==> src/rtl/vga_fb_arbiter.sv <==
// Shares one single-port pixel RAM between scanout reads (strict priority) and a req/ack writer.
// Latency: px_valid 3 clks after px_req; wr_ack 1 clk after a write grant. Writer waits while scanout reads.
// Optional build macro WR_BLANK_ONLY_EN restricts writes to blanking (disp_active low).
module vga_fb_arbiter #(
    parameter int PIX_COUNT = 307200,
    parameter int ADDR_W    = 19,
    parameter int DATA_W    = 8
) (
    input  logic              CLK50MHZ,
    input  logic              RST,
    input  logic              px_req,
    input  logic              frame_start,
    input  logic              disp_active,
    output logic [DATA_W-1:0] px_data,
    output logic              px_valid,
    input  logic              wr_req,
    input  logic [ADDR_W-1:0] wr_addr,
    input  logic [DATA_W-1:0] wr_data,
    output logic              wr_ack,
    output logic              mem_en,
    output logic              mem_we,
    output logic [ADDR_W-1:0] mem_addr,
    output logic [DATA_W-1:0] mem_wdata,
    input  logic [DATA_W-1:0] mem_rdata
);

    localparam logic [ADDR_W-1:0] LAST_ADDR = ADDR_W'(PIX_COUNT - 1);

    logic [ADDR_W-1:0] rd_ptr;
    logic [ADDR_W-1:0] rd_addr;
    logic              wr_ok;
    logic              grant_rd;
    logic              grant_wr;
    logic              rd_s1;
    logic              rd_s2;

`ifdef WR_BLANK_ONLY_EN
    assign wr_ok = ~disp_active;
`else
    logic unused_disp_active;
    assign unused_disp_active = disp_active;
    assign wr_ok = 1'b1;
`endif

    // wr_ack high marks the commit cycle; a still-high wr_req there is the old request.
    always_comb begin
        rd_addr  = frame_start ? '0 : rd_ptr;
        grant_rd = px_req;
        grant_wr = ~px_req & wr_req & ~wr_ack & wr_ok;
    end

    always_ff @(posedge CLK50MHZ) begin
        if (RST) begin
            rd_ptr    <= '0;
            rd_s1     <= 1'b0;
            rd_s2     <= 1'b0;
            px_valid  <= 1'b0;
            px_data   <= '0;
            wr_ack    <= 1'b0;
            mem_en    <= 1'b0;
            mem_we    <= 1'b0;
            mem_addr  <= '0;
            mem_wdata <= '0;
        end else begin
            rd_s1    <= grant_rd;
            rd_s2    <= rd_s1;
            px_valid <= rd_s2;
            if (rd_s2) begin
                px_data <= mem_rdata;
            end
            wr_ack <= grant_wr;
            mem_en <= grant_rd | grant_wr;
            mem_we <= grant_wr;
            if (grant_rd) begin
                mem_addr <= rd_addr;
                rd_ptr   <= (rd_addr == LAST_ADDR) ? '0 : rd_addr + 1'b1;
            end else begin
                if (frame_start) begin
                    rd_ptr <= '0;
                end
                if (grant_wr) begin
                    mem_addr  <= wr_addr;
                    mem_wdata <= wr_data;
                end
            end
        end
    end

endmodule

==> config.mk <==
export PLATFORM = sky130hd
export DESIGN_NAME = vga_fb_arbiter
export DESIGN_NICKNAME = d
export VERILOG_FILES = /design/src/rtl/vga_fb_arbiter.sv
export SDC_FILE = /design/constraint.sdc
export NUM_CORES = 1
export LEC_CHECK = 0
export CAP_MARGIN = 0
export CORE_MARGIN = 2
export CORE_UTILIZATION = 47
export DETAILED_ROUTE_END_ITERATION = 10
export PLACE_DENSITY_LB_ADDON = 0.12
export SYNTH_ARGS = -nofsm -noshare
export SYNTH_HDL_FRONTEND = slang
export SYNTH_SLANG_ARGS = --single-unit
==> constraint.sdc <==
create_clock -name CLK50MHZ -period 3.12 [get_ports CLK50MHZ]
set_clock_uncertainty 0.2 [all_clocks]
set_input_delay 0.936 -clock CLK50MHZ [delete_from_list [all_inputs] [get_ports CLK50MHZ]]
set_output_delay 0.936 -clock CLK50MHZ [all_outputs]
set_load 0.01 [all_outputs]
## Word-level counts from Yosys, hierarchy flattened

Index checks and enable logic that the tools add are counted.

- Flip-flop bits (word level): 59
- Input port bits: 41
- Output and inout port bits: 39
- Word-level logic and storage cells: 23

- Add/subtract/negate cells: 1
- Equal/unequal tests: 1
- Mux-type cells: 5
- Bitwise operators: 5
- Reductions and logical operators: 2

Operator list:

| operator | number |
|---|---|
| 19-bit two-way mux | 5 |
| 19-bit by 1-bit adder with 19-bit output, second input constant | 1 |
| 19-bit == test, second input constant | 1 |
| 1-bit bitwise AND | 2 |
| 1-bit NOT | 2 |
| 2-bit AND reduction | 1 |
| 2-bit nonzero test | 1 |
| 1-bit bitwise OR | 1 |

## Longest topological paths before layout

Gate-level depths: netlist (run 1).

- Word-level depth: 5
- Depth in mapped cells: 9
- Mapped depth without buffers: 7

## Worst setup path before layout (run 1)

No wires, ideal clock.

- Path kind: input-to-reg
- Start: in frame_start
- End: reg rd_ptr[10]
- Setup time: 70 ps
- Data arrival time: 2,479 ps
- Required time: 2,850 ps
- Slack: 371 ps
- Stages: 8
- Buffers on the path: 1
- Path through: buf_4 > nand2b_1 > inv_1 > ha_1 > nand2_2 > or3_1 > or3_1 > a21oi_1

- Longest elaborated chain between the ends: 4
- Elaborated cells on any way between the ends: 5
- Those cells by class: 1 x add/sub; 1 x eq/ne; 3 x mux

Ends and longest elaborated chain:

| item | line | RTL |
|---|---|---|
| start, declared | 12 | `input logic frame_start,` |
| 19-bit two-way mux * | -- |  |
| 19-bit by 1-bit adder with 19-bit output / 19-bit == test (equally long branches) | 76 | `rd_ptr <= (rd_addr == LAST_ADDR) ? '0 : rd_addr + 1'b1;` |
| 19-bit two-way mux | 76 |  |
| 19-bit two-way mux * | 74 | `if (grant_rd) begin` |
| end signal, assigned | 76 |  |
| end, declared | 29 | `logic [ADDR_W-1:0] rd_ptr;` |

Mark *: on every way between the ends. The rest lies on a longest branch, timed or not.
A chain may end at the register's enable or synchronous reset.

## Final worst setup path (run 1)

Same ends and word-level chain as after synthesis.

==> results.md, run 1 <==
- The run finished with clean final reports.
- Setup repair after global routing left no endpoint under its margin.
- The buffering stage count on the worst path with inverters included is 2.
- TritonCTS built the clock tree.
- The first detailed-routing pass ran for 4 iterations.
- The number of gates resized after CTS was 0.
- For this design the static power due to leakage is 1.37 nW.
- The floorplan step defined a core boundary enclosing 5510 µm².
- In this run the remaining antenna-violating nets after routing total 0.
- The longest clock path from root to sink contains 2 buffers.
- The die extent in x is a little under 80 µm.
- Headroom to the max-slew limit came out at 66.6%.
- The total instance count after detailed placement is 442.
- The number of global-route vias before repair is 2227.
- The minimum clock period after layout is 2.80 ns.
- Among cell families on the critical path, the largest total delay comes from simple AND/OR/NAND/NOR gates.
- The fraction of final layout cells with drive strength greater than 1 is 14.5%.
- The most used cell along the critical path is sky130_fd_sc_hd__or3_1.
- Entering global routing, the biggest net connects 40 pins.
- Clock tree synthesis found a total of 59 sinks.
- Yosys printed 0 warnings.
- The cell type of the slowest stage on the worst timing path is sky130_fd_sc_hd__clkdlybuf4s50_1.
- Data on the critical path is required at its endpoint by 3.19 ns.
- Of the available clock period, the critical path in the final layout requires roughly 90%.
- The worst path meets setup with 0.318 ns of slack.
- 0 antenna diodes ended up in the layout.
- The post-CTS setup-driven buffer insertion count is 0.
- Dividing total power by cell area gives a power density of 420 nW/µm².
- The worst-case IR drop observed on VDD is roughly 0.00028 V.
- The actual transition at the worst max-transition pin is 0.501 ns.
- At the end of the flow the core is filled with cells to 68.9%.
- Buffers inserted during clock tree synthesis total 9.
- The clock-pin slew of the registers on the worst-case setup and hold paths is 0.06 ns.
- The layout overhead on the synthesized area is 42.2%.
- The height of the die is 79.4 µm.
- Input and output buffers added on the ports amount to 78.
- After clock tree synthesis, the flow added hold-fix buffers numbering 0.
- The floorplan step defined a die boundary enclosing 6300 µm².
- The number of nets in the synthesized netlist is 330.
- 80 I/O pins were placed.
- Based on the critical path, the design can be clocked at up to 357 MHz.
- The main flop type after synthesis is sky130_fd_sc_hd__dfxtp_1.
- The critical path is of the primary input to flop type.
- Once the floorplan was initialized, standard cells occupied 48.5% of the core.
- The mapped netlist covers 2670 µm².
- The routed via count divided by cell count is 5.24.
- The worst setup path is captured at a flop.
- Setup violations remaining at the end of the flow were counted as 0.
- The number of distinct library cells after synthesis is 46.
- The global-route wire length before repair is 10600 µm.
- After routing, the total negative slack on setup checks comes to 0 ns.
- The max-cap check violation count is 0.
- The number of levels in the clock H-tree is 3.
- The clock reaches the later pin of the worst-skew pair after 0.34 ns.
- A synthesized cell averages 9.27 µm².
- The half-perimeter wire length of the detailed placement result is 4710 µm.
- The tightest min-delay check is of the flop to flop type.
- The critical path goes through clkdlybuf4s50_1 -> nand2b_1 -> inv_1 -> ha_1 -> nand2_2 -> or3_1 -> or3_1 -> a21oi_1.
- The wire length per cell is 14.1 µm.
- The total congestion overflow after global routing is 0.
- The initialized floorplan defines 27 standard-cell rows.
- The count of pins over their slew limit is 0.
- The wire length after detailed routing is 6460 µm.
- The cell count after synthesis came out at between 200 and 300.
- The number of storage elements in the synthesis netlist is 59.
- The number of synthesized flops with an enable pin is 0.
- The cell chosen for the clock root is sky130_fd_sc_hd__clkbuf_8.
- The total via count after detailed routing is 2401.
- The routability congestion estimate from global placement is 0.841.
- The critical path launch point type is a primary input.
- The final net count is 423.
- The number of endpoints with negative hold slack in the final report is 0.
- In the routed design, unresolved DRC markers number 0.
- At the worst endpoint, the arrival time is ~2.9 ns.
- The setup slack at placement is -0.0339 ns.
- The count of cells in the finished layout, fillers not included, comes to 458.
- In this run the worst path has a maximum fanout of 4.
- The number of DRC markers after the initial detailed-route iteration is ~140.
- Global routing used between 20% and 30% of the available tracks across all layers.
- Sequential elements use about 44% of the synthesized area.
- The async set-reset flop share out of synthesis is 0%.
- The initial antenna violation count is 0.
- The stage delay of the slowest cell on the critical path is 0.48 ns.
-- layer usage --
metal / global-route usage (%) / up-vias / share of wire (%)
li1: - / 1216 / -
met1: 28.6 / 1112 / 47
met2: 33.7 / 59 / 46
met3: 6.00 / 14 / 5.2
met4: 9.83 / 0 / 2.3
met5: 0 / - / 0
-- synth_stat cells (2+ instances only) --
cell type	number	share of area (%)
sky130_fd_sc_hd__buf_2	3	0.56
sky130_fd_sc_hd__a21o_1	3	0.84
sky130_fd_sc_hd__buf_4	3	0.84
sky130_fd_sc_hd__and4_1	2	0.66
sky130_fd_sc_hd__mux2_2	3	1.3
sky130_fd_sc_hd__xnor2_1	7	2.3
sky130_fd_sc_hd__a21oi_1	8	1.5
sky130_fd_sc_hd__and2_1	2	0.47
sky130_fd_sc_hd__a31o_2	5	1.6
sky130_fd_sc_hd__nand4b_1	2	0.66
sky130_fd_sc_hd__nand2b_1	12	2.8
sky130_fd_sc_hd__nor4_1	5	1.2
sky130_fd_sc_hd__inv_1	5	0.70
sky130_fd_sc_hd__nand2_1	6	0.84
sky130_fd_sc_hd__or2_2	2	0.47
sky130_fd_sc_hd__or3_1	4	0.94
sky130_fd_sc_hd__clkbuf_1	12	1.7
sky130_fd_sc_hd__nor2_1	39	5.5
sky130_fd_sc_hd__nand3_1	5	0.94
sky130_fd_sc_hd__a22oi_1	3	0.84
sky130_fd_sc_hd__dfxtp_1	59	44
sky130_fd_sc_hd__nor3_1	8	1.5
sky130_fd_sc_hd__mux2i_1	22	8.2
sky130_fd_sc_hd__nand4_1	5	1.2
sky130_fd_sc_hd__a211oi_1	26	7.3
sky130_fd_sc_hd__o21ai_0	2	0.37
sky130_fd_sc_hd__nor2b_1	16	3.7
-- sequential cells by signal (all words and copies together) (netlist names) --
name       count
mem_en         1
rd_s2          1
px_data        8
px_valid       1
mem_we         1
mem_addr      19
mem_wdata      8
rd_ptr        19
rd_s1          1
-- through the flow --
step | area (µm²) | hold slack, ns | total power [mW]
finish | 3800 | 0.242 | 1.59
global route | 3800 | 0.257 | 1.67
CTS | 3800 | 0.247 | 1.61
detailed placement | 3630 | 0.231 | 1.03
global placement | 3630 | 0.221 | 1.02
floorplan | 2670 | 0.214 | 0.906
-- final timing paths --
check | end | from | cells after the start | slack (ns)
worst min-delay path | rd_s2 | rd_s1 | 1 | 0.24
worst max register to register | rd_ptr[10] | rd_ptr[1] | 7 | 1.09
worst max-delay path | rd_ptr[10] | frame_start | 8 | 0.32
worst min register to register | rd_s2 | rd_s1 | 1 | 0.24
-- kinds of logic after synthesis --
kind of cell | count (synthesis) | synth area share [%]
and+or+nand+nor | 120 | 25.4
muxes | 25 | 9.51
DFF | 59 | 44.2
xor gates and xnor gates | 8 | 2.62
adders and majority gates | 1 | 0.469
AOI/OAI and AO/OA | 50 | 13.4
buffers and inverters | 25 | 4.36
-- layout make-up --
cell class	instances	area, µm²
clock buffers	11	131
repair buffers	101	966
well taps	72	90.1
inverters	6	22.5
fillers	473	1710
multi-input cells	204	1380
clock inverters	5	30.0
flip-flops and latches	59	1180
-- cell usage in the layout (no fill, tap or decap), types with 4 or more instances in the layout --
| cell | n |
|---|---|
| sky130_fd_sc_hd__buf_4 | 22 |
| sky130_fd_sc_hd__nand2_1 | 6 |
| sky130_fd_sc_hd__nand4_1 | 5 |
| sky130_fd_sc_hd__nor3_1 | 8 |
| sky130_fd_sc_hd__nor2b_1 | 15 |
| sky130_fd_sc_hd__nand3_1 | 5 |
| sky130_fd_sc_hd__or3_1 | 4 |
| sky130_fd_sc_hd__nor2_1 | 39 |
| sky130_fd_sc_hd__dfxtp_1 | 59 |
| sky130_fd_sc_hd__nand2b_1 | 12 |
| sky130_fd_sc_hd__a211oi_1 | 26 |
| sky130_fd_sc_hd__inv_1 | 5 |
| sky130_fd_sc_hd__a31o_2 | 5 |
| sky130_fd_sc_hd__nor4_1 | 5 |
| sky130_fd_sc_hd__clkdlybuf4s50_1 | 78 |
| sky130_fd_sc_hd__a21oi_1 | 8 |
| sky130_fd_sc_hd__clkbuf_8 | 9 |
| sky130_fd_sc_hd__mux2i_1 | 22 |
| sky130_fd_sc_hd__xnor2_1 | 7 |
-- where the power goes --
group          total, mW  internal [mW]  leakage (nW)  switching (mW)
clock network      0.585          0.284        0.0791           0.301
registers          0.792          0.779         0.482          0.0136
logic              0.217          0.131         0.810          0.0868
Power figures use the tool's default switching activity.
==> inputs of run 2 (changes only) <==
Settings changed: TNS_END_PERCENT from default to 10.
==> results of run 2 <==
No change in the layout: final DEF, timing and power equal those of run 1.
==> inputs of run 3 (changes only) <==
Settings changed: CTS_CLUSTER_SIZE from default to 8.
==> results of run 3 <==
No change in the layout: final DEF, timing and power equal those of run 1.
